File: config.mk
export PLATFORM = sky130hd
export DESIGN_NAME = des_block_packer
export DESIGN_NICKNAME = d
export VERILOG_FILES = /design/src/rtl/des_block_packer.sv
export SDC_FILE = /design/constraint.sdc
export NUM_CORES = 1
export LEC_CHECK = 0
export CAP_MARGIN = 20
export CORE_MARGIN = 2
export CORE_UTILIZATION = 51
export CTS_BUF_LIST = sky130_fd_sc_hd__clkbuf_2 sky130_fd_sc_hd__clkbuf_4 sky130_fd_sc_hd__clkbuf_8
export DETAILED_ROUTE_END_ITERATION = 8
export GPL_TIMING_DRIVEN = 0
export HOLD_SLACK_MARGIN = 0.12
export PLACE_DENSITY = 0.81
export SETUP_SLACK_MARGIN = 0.4
export SYNTH_ARGS = -nofsm -noshare
export SYNTH_HDL_FRONTEND = slang
export SYNTH_SLANG_ARGS = --single-unit
export TNS_END_PERCENT = 5
File: constraint.sdc
create_clock -name i_clk -period 5.03 [get_ports i_clk]
set_clock_uncertainty 0.2 [all_clocks]
set_input_delay 1.509 -clock i_clk [delete_from_list [all_inputs] [get_ports i_clk]]
set_output_delay 1.509 -clock i_clk [all_outputs]
set_load 0.005 [all_outputs]
File: src/rtl/des_block_packer.sv
// Byte-to-block packer feeding the DES plaintext input: fills 64-bit blocks MSB-lane first,
// pads the final block of each message (PKCS#5 or zero-fill) and holds each block until accepted.
module des_block_packer #(
  parameter bit PAD_EN = 1'b1
) (
  input  logic        i_clk,
  input  logic        i_rst,
  input  logic [7:0]  i_byte,
  input  logic        i_byte_valid,
  input  logic        i_byte_last,
  output logic        o_byte_ready,
  output logic [63:0] o_block,
  output logic        o_block_valid,
  output logic        o_block_last,
  input  logic        i_block_ready,
  output logic [15:0] o_blocks_out
);

  typedef enum logic [1:0] {
    S_FILL   = 2'd0,
    S_OUT    = 2'd1,
    S_PADOUT = 2'd2
  } state_e;

  state_e      state_q;
  logic [2:0]  cnt_q;
  logic        pad_pending_q;
  logic [63:0] block_q;
  logic        valid_q;
  logic        last_q;
  logic [15:0] blocks_q;

  logic [63:0] block_d;
  logic [7:0]  pad_byte_s;

  // Next block image: current lane gets the byte, later lanes get padding on the last byte
  always_comb begin
    pad_byte_s = PAD_EN ? (8'd7 - {5'd0, cnt_q}) : 8'h00;
    block_d    = block_q;
    for (int k = 0; k < 8; k++) begin
      if (3'(k) == cnt_q) begin
        block_d[63-8*k -: 8] = i_byte;
      end else if ((3'(k) > cnt_q) && i_byte_last) begin
        block_d[63-8*k -: 8] = pad_byte_s;
      end else begin
        block_d[63-8*k -: 8] = block_q[63-8*k -: 8];
      end
    end
  end

  // Packer FSM with registered block outputs and handshake counter
  always_ff @(posedge i_clk) begin
    if (i_rst) begin
      state_q       <= S_FILL;
      cnt_q         <= 3'd0;
      pad_pending_q <= 1'b0;
      block_q       <= 64'd0;
      valid_q       <= 1'b0;
      last_q        <= 1'b0;
      blocks_q      <= 16'd0;
    end else begin
      case (state_q)
        S_FILL: begin
          if (i_byte_valid) begin
            block_q <= block_d;
            if (i_byte_last) begin
              state_q <= S_OUT;
              valid_q <= 1'b1;
              cnt_q   <= 3'd0;
              // A full final block still needs a whole pad block after it
              if ((cnt_q == 3'd7) && PAD_EN) begin
                last_q        <= 1'b0;
                pad_pending_q <= 1'b1;
              end else begin
                last_q <= 1'b1;
              end
            end else if (cnt_q == 3'd7) begin
              state_q <= S_OUT;
              valid_q <= 1'b1;
              last_q  <= 1'b0;
              cnt_q   <= 3'd0;
            end else begin
              cnt_q <= cnt_q + 3'd1;
            end
          end
        end
        S_OUT: begin
          if (i_block_ready) begin
            blocks_q <= blocks_q + 16'd1;
            if (pad_pending_q) begin
              block_q       <= 64'h0808080808080808;
              last_q        <= 1'b1;
              pad_pending_q <= 1'b0;
              state_q       <= S_PADOUT;
            end else begin
              valid_q <= 1'b0;
              last_q  <= 1'b0;
              state_q <= S_FILL;
            end
          end
        end
        S_PADOUT: begin
          if (i_block_ready) begin
            blocks_q <= blocks_q + 16'd1;
            valid_q  <= 1'b0;
            last_q   <= 1'b0;
            state_q  <= S_FILL;
          end
        end
        default: begin
          state_q <= S_FILL;
          valid_q <= 1'b0;
        end
      endcase
    end
  end

  assign o_byte_ready  = (state_q == S_FILL) && !i_rst;
  assign o_block       = block_q;
  assign o_block_valid = valid_q;
  assign o_block_last  = last_q;
  assign o_blocks_out  = blocks_q;

endmodule
==> reports/results.tsv, run 1 <==
stage	metric	value	unit
finish	drive_gt1_frac	0.110	
placement	dp_slack	-0.227	ns
yosys	netlist_instances	457	
yosys	yosys_register_bits	88	
drt	drt_iter0_drc	215	
pwr	power_density	305	nW/µm²
drt	avgRoutedWirePerCell	18.6	µm
yosys	synth_ff_type	dfxtp_1	
yosys	seq_area_frac_synth	0.430	
global_route	grt_use_total	0.279	
drt	routed_wl	12400	µm
die	fp.dieH	93.6	µm
drt	first_pass_iters	5	
critical_path	crit_arrival	2.82	ns
clocking	cts.sinks	88	
sta	worst_pin_slew	0.852	ns
pwr	p_clk_frac	0.283	
global_route	grt_max_degree	16	
critical_path	critPathRequiredTime	3.32	ns
clocking	cts_buffers	9	
sta	finalHoldWorstSlack	0.280	ns
sta	slew_headroom	0.429	
sta	setup_ws	0.496	ns
sta	final_hold_viol_count	0	
yosys	yosys_warnings	0	
sta	tns	0	ns
clocking	clkTransAtPathRegs	0.09	ns
finish	syn2layout_area_growth	30.1	%
clocking	clk_latency	0.37	ns
sta	period_share	0.901	
yosys	ys_async_sr_fraction	0	
pwr	p_int	1120	µW
global_route	grt_pass1_wl	19100	µm
drt	remaining_drc_errors	0	
die	start_util	0.527	
pwr	p_sw_frac	0.314	
hold_path	hold_depth	2	
global_route	grt-ovfl-total	0	
run_status	outcome	finished, final reports clean	
die	die-area	8760	µm²
critical_path	critPathLaunchType	input port	
sta	finalCriticalPeriod	4.53	ns
critical_path	critPathKind	in2out	
critical_path	cp-end-kind	output pin	
clocking	cts_root_buf	clkbuf_8	
finish	final_core_util	0.686	
drt	num_vias	4108	
critical_path	rr_worst_depth	8	
pwr	power_frac_comb	0.237	
finish	nets	581	
job	cap_viol_max_count	0	
placement	portBuffers	91	
critical_path	crit_path_max_fanout	10	
global_route	grt_pass1_vias	3872	
placement	hpwl	8950	µm
sta	finalSetupViolCount	0	
clocking	htreeDepth	3	
sta	rsz0062_at_grt	false	
clocking	cts_tree	done	
finish	antenna_cells	0	
yosys	synthesis.nets	479	
pwr	seqPwrFrac	0.479	
hold_path	hp-class	reg2reg	
yosys	synth_edf_count	0	
die	core	7770	µm²
yosys	netlist_area	4100	µm²
drt	vias_per_cell	6.17	
sta	drv_slew	0	
global_route	antenna_found_initial	0	
drt	antenna_left	0	
placement	gp_congestion	0.978	
clocking	ctsHoldBuffers	0	
sta	clock.fmax	221	MHz
pwr	p_leak	0.00197	µW
pwr	power	1620	µW
die	die_w	93.6	µm
pwr	p_switching	510	µW
pwr	ir_worst_vdd	0.186	mV
clocking	clk_path_buf_depth	2	
yosys	synth_cell_type_count	69	
die	rows	32	
die	pin_count	96	
yosys	syn_avg_cell_area	8.96	µm²
## cell type report
class | instances | area, µm²
Multi-Input combinational cell | 318 | 2110
Tap cell | 102 | 128
Timing Repair Buffer | 91 | 910
Fill cell | 648 | 2440
Sequential cell | 88 | 1760
Buffer | 38 | 190
Inverter | 13 | 48.8
Clock inverter | 6 | 42.5
Clock buffer | 10 | 138
## placed cells by master (no fill, tap or decap), types with 5 or more instances in the layout
cell type / n
nand3_1: 15
nor2_1: 38
buf_1: 5
o21ai_0: 22
a21oi_1: 29
xnor2_1: 6
buf_2: 11
a22oi_1: 5
a31o_2: 6
nor3_1: 13
a22o_1: 12
nand2_1: 35
clkdlybuf4s50_1: 90
clkbuf_1: 15
clkbuf_8: 11
nor2b_1: 6
a32o_1: 8
and3_1: 8
dfxtp_1: 88
mux2i_1: 5
inv_1: 12
nand2b_1: 5
nand4_1: 5
ha_1: 9
o211ai_1: 16
o31ai_1: 5
a32oi_1: 6
## through the flow
stage,std cells,area (µm²)
after floorplan,457,4100
after global placement,650,5130
after detailed placement,650,5130
after CTS,666,5330
after global routing,666,5330
final,666,5330
## synth_stat cells, types with 2 or more instances
master / instances / area share
nand2_2: 2 / 0.0031
nand3_1: 15 / 0.018
nor3_1: 13 / 0.016
and3_1: 8 / 0.012
buf_2: 11 / 0.013
a211oi_1: 3 / 0.0055
xor2_1: 4 / 0.0086
o21ai_0: 22 / 0.027
o31ai_1: 5 / 0.0092
xnor2_1: 6 / 0.013
buf_4: 3 / 0.0055
o311a_1: 2 / 0.0049
nor2b_1: 6 / 0.0092
a22oi_1: 5 / 0.0092
a311oi_1: 4 / 0.0086
a41oi_1: 2 / 0.0043
buf_1: 5 / 0.0046
a22o_1: 12 / 0.026
nor2_1: 38 / 0.035
and2_1: 3 / 0.0046
o311ai_1: 2 / 0.0043
nand2b_1: 5 / 0.0076
mux2_2: 3 / 0.0082
a32o_1: 8 / 0.020
mux2i_1: 5 / 0.012
nand4_1: 5 / 0.0076
inv_1: 12 / 0.011
mux2_1: 3 / 0.0082
nand2_1: 35 / 0.032
clkbuf_1: 17 / 0.016
ha_1: 9 / 0.027
a31oi_1: 4 / 0.0061
dfxtp_1: 88 / 0.43
a32oi_1: 6 / 0.013
a31o_2: 6 / 0.013
nor3b_1: 2 / 0.0037
and4_1: 2 / 0.0043
a21oi_1: 29 / 0.035
o211ai_1: 16 / 0.029
o21ai_1: 2 / 0.0024
## worst max-delay path: stages
cell             delay (ns)
dlygate4sd2_1          0.29
clkbuf_8               0.20
clkbuf_4               0.21
nor2_1                 0.10
clkdlybuf4s50_1        0.51
## path summary, 6_finish.rpt
| kind | startpoint | end | slack [ns] |
|---|---|---|---|
| worst max-delay path | i_rst | o_byte_ready | 0.50 |
| worst min-delay path | o_block[17]$_SDFFE_PP0P_ | o_block[17]$_SDFFE_PP0P_ | 0.28 |
| worst max register to register | cnt_q[1]$_SDFFE_PP0P_ | o_block[59]$_SDFFE_PP0P_ | 2.45 |
| worst min register to register | o_block[17]$_SDFFE_PP0P_ | o_block[17]$_SDFFE_PP0P_ | 0.28 |
## power by group through the flow
stage | sequential [µW] | combinational [µW] | clock, µW
final | 779 | 385 | 460
after global routing | 783 | 413 | 485
after CTS | 778 | 380 | 458
after detailed placement | 794 | 376 | 0
after global placement | 792 | 368 | 0
after floorplan | 791 | 201 | 0
## flip-flops by register name, indices dropped and copies added, names as in the netlist
name / count
cnt_q: 3
o_block: 64
o_block_last: 1
o_block_valid: 1
o_blocks_out: 16
pad_pending_q: 1
state_q: 2
## logic make-up after synthesis
logic type,synth area share
adders and majority gates,0.0275
xor gates and xnor gates,0.0214
muxes,0.0287
DFF,0.430
AOI/OAI and AO/OA,0.247
buffers and inverters,0.0550
and+or+nand+nor,0.191
## metal layers
metal  up-vias  track usage  part of all wire
li1       1875            -                 -
met5         -            0                 0
met1      1978        0.360              0.43
met4         0        0.132             0.027
met2       226        0.449              0.47
met3        29       0.0564             0.072
## what timing repair did
action                     CTS  global route
resized for setup            6             0
setup buffers                0             0
setup endpoints to repair    1             0
No activity file was read; power rests on OpenSTA's default activity.
==> inputs of run 2 (changes only) <==
--- a/config.mk
+++ b/config.mk
@@ -5,6 +5,7 @@
 export SDC_FILE = /design/constraint.sdc
 export NUM_CORES = 1
 export LEC_CHECK = 0
+export ABC_CLOCK_PERIOD_IN_PS = 5030
 export CAP_MARGIN = 20
 export CORE_MARGIN = 2
 export CORE_UTILIZATION = 51
@@ -13,6 +14,7 @@
 export GPL_TIMING_DRIVEN = 0
 export HOLD_SLACK_MARGIN = 0.12
 export PLACE_DENSITY = 0.81
+export RECOVER_POWER = 100
 export SETUP_SLACK_MARGIN = 0.4
 export SYNTH_ARGS = -nofsm -noshare
 export SYNTH_HDL_FRONTEND = slang
==> run 2 against run 1 <==
Against the previous run: the flow now finishes with violations (capacitance limit, slew limit); critical path type unchanged; non-clock buffer count unchanged; power down 2.3%; sequential cell count unchanged; design area down 1.5%; critical path depth unchanged; critical endpoint unchanged.
==> reports/results.tsv, run 2 (same netlist as run 1, synthesis figures left out) <==
stage	metric	value	unit	change
run_status	outcome	finished with violations		was finished, final reports clean
die	rows	32		unchanged
placement	hpwl	8950	µm	unchanged
clocking	htreeDepth	3		unchanged
drt	remaining_drc_errors	0		unchanged
clocking	clk_path_buf_depth	2		unchanged
sta	period_share	0.902		was 0.901
job	cap_viol_max_count	1		was 0
placement	place_area	5130	µm²	unchanged
drt	antenna_left	0		unchanged
critical_path	rr_worst_depth	6		was 8
drt	routed_wl	12400	µm	about the same
global_route	grt_pass1_wl	19100	µm	unchanged
die	die_w	93.6	µm	unchanged
sta	rsz0062_at_grt	false		unchanged
drt	num_vias	4048		was 4108
finish	nets	581		unchanged
die	pin_count	96		unchanged
sta	drv_slew	9		was 0
hold_path	hp-class	reg2reg		unchanged
finish	antenna_cells	0		unchanged
drt	avgRoutedWirePerCell	18.6	µm	about the same
sta	finalHoldWorstSlack	0.274	ns	was 0.280 ns
global_route	grt_use_total	0.279		unchanged
critical_path	critPathKind	in2out		unchanged
clocking	clk_latency	0.36	ns	was 0.37 ns
critical_path	crit_path_max_fanout	10		unchanged
sta	finalSetupViolCount	0		unchanged
sta	finalCriticalPeriod	4.54	ns	was 4.53 ns
drt	vias_per_cell	6.08		was 6.17
clocking	cts.sinks	88		unchanged
finish	final_core_util	0.675		was 0.686
critical_path	crit_buf_inv	4		unchanged
critical_path	critPathLaunchType	input port		unchanged
placement	gp_congestion	0.978		unchanged
critical_path	r2r_start	state_q[0]$_SDFFE_PP0P_		was cnt_q[1]$_SDFFE_PP0P_
global_route	grt_max_degree	16		unchanged
critical_path	cp-end-kind	output pin		unchanged
finish	fin_area	5250	µm²	was 5330 µm²
finish	final_common_cell	dfxtp_1		was clkdlybuf4s50_1
drt	drt_iter0_drc	292		was 215
global_route	antenna_found_initial	0		unchanged
drt	first_pass_iters	5		unchanged
critical_path	crit_chain	dlygate4sd2_1 -> clkbuf_8 -> clkbuf_4 -> nor2_1 -> clkdlybuf4s50_1		unchanged
finish	syn2layout_area_growth	28.1	%	was 30.1%
die	core	7770	µm²	unchanged
sta	setup_ws	0.493	ns	was 0.496 ns
sta	final_hold_viol_count	0		unchanged
clocking	ctsHoldBuffers	0		unchanged
critical_path	rrSetupSlack	2.13	ns	was 2.45 ns
critical_path	crit_arrival	2.83	ns	was 2.82 ns
clocking	cts_root_buf	clkbuf_8		unchanged
critical_path	endpoint	o_byte_ready		unchanged
finish	mostFrequentLayoutCells	dfxtp_1 (88), dlygate4sd3_1 (84), nor2_1 (39)		was clkdlybuf4s50_1 (90), dfxtp_1 (88), nor2_1 (38)
pwr	p_leak	0.00218	µW	was 0.00197 µW
die	start_util	0.527		unchanged
sta	clock.fmax	220	MHz	was 221 MHz
critical_path	critical_path_depth	5		unchanged
placement	portBuffers	91		unchanged
run_status	violations	capacitance limit, slew limit		
sta	slew_headroom	-0.0447		was 0.429
critical_path	crit_family	buffers and inverters		unchanged
clocking	cts_tree	done		unchanged
critical_path	slowest_stage	clkdlybuf4s50_1		unchanged
pwr	power_density	303	nW/µm²	was 305 nW/µm²
die	fp.dieH	93.6	µm	unchanged
global_route	grt-ovfl-total	0		unchanged
clocking	cts_buffers	9		unchanged
critical_path	critPathRequiredTime	3.32	ns	about the same
critical_path	r2r_end	o_block[7]$_SDFFE_PP0P_		was o_block[59]$_SDFFE_PP0P_
critical_path	crit_start	i_rst		unchanged
sta	worst_pin_slew	1.56	ns	was 0.852 ns
finish	drive_gt1_frac	0.0798		was 0.110
clocking	clkTransAtPathRegs	0.09	ns	about the same
critical_path	max_stage_delay	0.51	ns	about the same
finish	largest_reg_flops	64		unchanged
die	die-area	8760	µm²	unchanged
pwr	ir_worst_vdd	0.188	mV	was 0.186 mV
global_route	grt_pass1_vias	3872		unchanged
placement	dp_slack	-0.227	ns	unchanged
-- run 2: repair_timing --
item,CTS,global route
setup buffers,0,0
endpoints found under the setup margin,1,0
gates resized for setup,6,0
-- run 2: tightest hold or removal path, cell delays in order, from the launching register on --
cell	delay (ns)
dfxtp_1	0.32
nand2_1	0.05
mux2i_1	0.06
-- run 2: worst min-delay path by stage --
stage / from / end / slack [ns] / cells past startpoint
final: o_block[17]$_SDFFE_PP0P_ / o_block[17]$_SDFFE_PP0P_ / 0.27 / 2
after floorplan: o_block[8]$_SDFFE_PP0P_ / o_block[8]$_SDFFE_PP0P_ / 0.25 / 2
after global placement: o_block[13]$_SDFFE_PP0P_ / o_block[13]$_SDFFE_PP0P_ / 0.25 / 2
after detailed placement: o_block[12]$_SDFFE_PP0P_ / o_block[12]$_SDFFE_PP0P_ / 0.26 / 2
after CTS: o_block[12]$_SDFFE_PP0P_ / o_block[12]$_SDFFE_PP0P_ / 0.28 / 2
after global routing: o_block[36]$_SDFFE_PP0P_ / o_block[36]$_SDFFE_PP0P_ / 0.30 / 1
-- run 2: stage by stage --
stage | instances | power (µW) | setup TNS [ns]
final | 666 | 1590 | 0
after global routing | 666 | 1650 | 0
after CTS | 666 | 1620 | 0
after detailed placement | 650 | 1170 | -0.227
after global placement | 650 | 1160 | -0.275
after floorplan | 457 | 992 | 0
-- run 2: routing by layer --
metal	GRT usage	vias up	part of all wire
met5	0	-	0
met4	0.132	0	0.026
met3	0.0564	32	0.075
met2	0.449	198	0.47
met1	0.360	1943	0.42
li1	-	1875	-
-- run 2: layout make-up --
class / count / area, µm²
inverters: 13 / 48.8
clock inverters: 6 / 42.5
multi-input cells: 318 / 2050
clock buffers: 10 / 138
plain buffers: 38 / 171
flip-flops and latches: 88 / 1760
fillers: 662 / 2520
repair buffers: 91 / 910
well taps: 102 / 128
-- run 2: where the power goes --
part	switching [µW]	total (µW)	leakage (µW)	internal, µW
clock	263	457	0.0000887	194
sequential	31.0	777	0.000716	746
combinational	206	353	0.00138	147
==> inputs of run 3 (changes only) <==
--- a/config.mk
+++ b/config.mk
@@ -5,6 +5,7 @@
 export SDC_FILE = /design/constraint.sdc
 export NUM_CORES = 1
 export LEC_CHECK = 0
+export ABC_AREA = 1
 export ABC_CLOCK_PERIOD_IN_PS = 5030
 export CAP_MARGIN = 20
 export CORE_MARGIN = 2
==> run 3 against run 2 <==
Against the previous run: the flow now finishes without violations; routed wire length up 6.7%; critical path type unchanged; register-to-register slack worse by 0.22 ns; setup slack worse by 0.063 ns; utilization fell by 0.63 points; final cell count is 29% higher; via count up 16%; design area rose by 3.7%; die area grew 2.9%; combinational power increased to 3.5 times the previous value; clock-buffer cell count unchanged; sequential power up 18%.
==> reports/results.tsv, run 3 <==
stage	metric	value	unit	change
sta	rsz0062_at_grt	false		unchanged
clocking	cts_tree	done		unchanged
sta	clock.fmax	217	MHz	was 220 MHz
global_route	antenna_found_initial	0		unchanged
finish	final_common_cell	nand2_1		was dfxtp_1
pwr	power_density	483	nW/µm²	was 303 nW/µm²
drt	antenna_left	0		unchanged
placement	place_area	5280	µm²	was 5130 µm²
yosys	synth_edf_count	0		unchanged
yosys	netlist_top_cells_area	dfxtp_1 (42%), nand2_1 (16%), a21oi_1 (8.8%), nand3_1 (8.4%), nor2_1 (8.1%)		was dfxtp_1 (43%), a21oi_1 (3.5%), nor2_1 (3.5%), nand2_1 (3.2%), o211ai_1 (2.9%)
sta	tns	0	ns	unchanged
critical_path	rrSetupSlack	1.91	ns	was 2.13 ns
yosys	yosys_warnings	0		unchanged
finish	antenna_cells	0		unchanged
critical_path	critPathLaunchType	input port		unchanged
die	fp.dieH	95.0	µm	was 93.6 µm
yosys	yosysTopAreaCell	dfxtp_1		unchanged
finish	nets	771		was 581
hold_path	hold_depth	2		unchanged
critical_path	crit_start	i_rst		unchanged
die	pin_count	96		unchanged
drt	num_vias	4692		was 4048
global_route	top_usage_layer	met2		unchanged
drt	remaining_drc_errors	0		unchanged
finish	largest_reg_flops	64		unchanged
sta	slew_headroom	0.384		was -0.0447
drt	drt_iter0_drc	355		was 292
clocking	clkTransAtPathRegs	0.10	ns	was 0.09 ns
drt	vias_per_cell	5.46		was 6.08
clocking	cts_buffers	9		unchanged
die	rows	33		was 32
clocking	post_cts_buffers	0		unchanged
placement	portBuffers	93		was 91
sta	drv_slew	0		was 9
yosys	netlist_instances	645		was 457
clocking	cts.sinks	88		unchanged
critical_path	crit_path_max_fanout	10		unchanged
finish	mostFrequentLayoutCells	nand2_1 (182), nor2_1 (91), dfxtp_1 (88)		was dfxtp_1 (88), dlygate4sd3_1 (84), nor2_1 (39)
placement	hpwl	9860	µm	was 8950 µm
global_route	grt_use_met2	0.518		was 0.449
global_route	grt-ovfl-total	0		unchanged
critical_path	rr_worst_depth	9		was 6
yosys	synth_ff_type	dfxtp_1		unchanged
critical_path	r2r_start	state_q[1]$_SDFFE_PP0P_		was state_q[0]$_SDFFE_PP0P_
finish	drive_gt1_frac	0.0265		was 0.0798
placement	gp_congestion	0.921		was 0.978
yosys	synth_cell_type_count	21		was 69
sta	finalCriticalPeriod	4.60	ns	was 4.54 ns
critical_path	crit_arrival	2.89	ns	was 2.83 ns
pwr	p_leak	0.00250	µW	was 0.00218 µW
global_route	grt_max_degree	17		was 16
clocking	ctsResizeCount	1		was 6
hold_path	min_to	o_block[23]$_SDFFE_PP0P_		was o_block[17]$_SDFFE_PP0P_
yosys	ys_async_sr_fraction	0		unchanged
sta	period_share	0.915		was 0.902
clocking	clk_path_buf_depth	2		unchanged
global_route	grt_use_met3	0.0646		was 0.0564
drt	routed_wl	13200	µm	was 12400 µm
global_route	grt_use_total	0.307		was 0.279
pwr	ir_worst_vdd	0.249	mV	was 0.188 mV
hold_path	hold_start	o_block[23]$_SDFFE_PP0P_		was o_block[17]$_SDFFE_PP0P_
yosys	seq_area_frac_synth	0.418		was 0.430
sta	worst_pin_slew	0.924	ns	was 1.56 ns
yosys	syn_avg_cell_area	6.54	µm²	was 8.96 µm²
critical_path	critPathKind	in2out		unchanged
run_status	outcome	finished, final reports clean		was finished with violations
clocking	htreeDepth	3		unchanged
finish	final_core_util	0.669		was 0.675
die	start_util	0.519		was 0.527
yosys	yosys.area.top_type_share	0.418		was 0.430
drt	avgRoutedWirePerCell	15.4	µm	was 18.6 µm
clocking	ctsHoldBuffers	0		unchanged
clocking	cts_root_buf	clkbuf_8		unchanged
global_route	grt_pass1_wl	21500	µm	was 19100 µm
clocking	clk_latency	0.35	ns	was 0.36 ns
global_route	grt_util_met1	0.374		was 0.360
critical_path	cp-end-kind	output pin		unchanged
yosys	netlist_area	4220	µm²	was 4100 µm²
sta	finalSetupViolCount	0		unchanged
yosys	synthesis.nets	667		was 479
drt	first_pass_iters	5		unchanged
yosys	synth_common_cells	nand2_1 (181), nor2_1 (91), dfxtp_1 (88)		was dfxtp_1 (88), nor2_1 (38), nand2_1 (35)
die	core	8130	µm²	was 7770 µm²
pwr	power	2630	µW	was 1590 µW
die	die-area	9020	µm²	was 8760 µm²
yosys	yosys_register_bits	88		unchanged
finish	fin_area	5440	µm²	was 5250 µm²
die	die_w	95.0	µm	was 93.6 µm
yosys	synth.most_common_cell	nand2_1		was dfxtp_1
job	cap_viol_max_count	0		was 1
global_route	grt_pass1_vias	4542		was 3872
finish	syn2layout_area_growth	29.0	%	was 28.1%
sta	final_hold_viol_count	0		unchanged
critical_path	critPathRequiredTime	3.32	ns	about the same
critical_path	r2r_end	o_block[25]$_SDFFE_PP0P_		was o_block[7]$_SDFFE_PP0P_
hold_path	hp-class	reg2reg		unchanged
run 3: cell count changes after synthesis, moves of 8 or more:
cell / previous run / this run
a22o_1: 12 / 0
o211ai_1: 16 / 0
and3_1: 8 / 0
nand2_1: 35 / 181
a32o_1: 8 / 0
nor2_1: 38 / 91
inv_1: 12 / 61
nand3_1: 15 / 71
a21oi_1: 29 / 74
nor3_1: 13 / 3
run 3: layout make-up:
| class | count | area, µm² |
|---|---|---|
| inverters | 61 | 229 |
| plain buffers | 25 | 98.8 |
| clock inverters | 6 | 52.6 |
| flip-flops and latches | 88 | 1760 |
| clock buffers | 10 | 131 |
| well taps | 105 | 131 |
| multi-input cells | 471 | 2110 |
| repair buffers | 93 | 931 |
| fillers | 739 | 2690 |
run 3: through the flow:
stage          hold WS, ns  cells  worst slack, ns
2_1_floorplan        0.257    645             1.27
3_3_place_gp         0.250    843            0.448
3_5_place_dp         0.255    843            0.410
4_1_cts              0.270    859            0.589
5_1_grt              0.283    859            0.305
6_report             0.266    859            0.429
run 3: cells by family (layout without fill, tap and decap cells):
group	count (synthesis)	count (layout)	synth area share
buf+inv	86	195	0.0798
compound gates	103	103	0.126
fa+ha+maj	9	9	0.0267
simple gates	359	359	0.350
flops	88	88	0.418
run 3: metal layers:
layer,routed length (µm),share of wire,vias to the layer above
met5,0,0,-
met4,434,0.033,0
met3,1060,0.080,34
met2,6240,0.47,224
met1,5480,0.41,2146
li1,-,-,2288
run 3: worst max-delay path by stage:
stage          slack, ns           end  depth (start not counted)
6_report            0.43  o_byte_ready                          4
5_1_grt             0.31  o_byte_ready                          4
4_1_cts             0.59  o_byte_ready                          4
3_5_place_dp        0.41  o_byte_ready                          4
3_3_place_gp        0.45  o_byte_ready                          4
2_1_floorplan       1.27  o_byte_ready                          3
run 3: report_power, final:
group / internal, µW / leakage [µW] / switching [µW]
clock network: 193 / 0.0000888 / 276
registers: 840 / 0.000717 / 80.1
logic: 450 / 0.00170 / 791
run 3: critical path, cell delays in order:
cell	delay, ns
clkbuf_1	0.28
clkbuf_1	0.50
nor2_1	0.11
clkdlybuf4s50_1	0.49
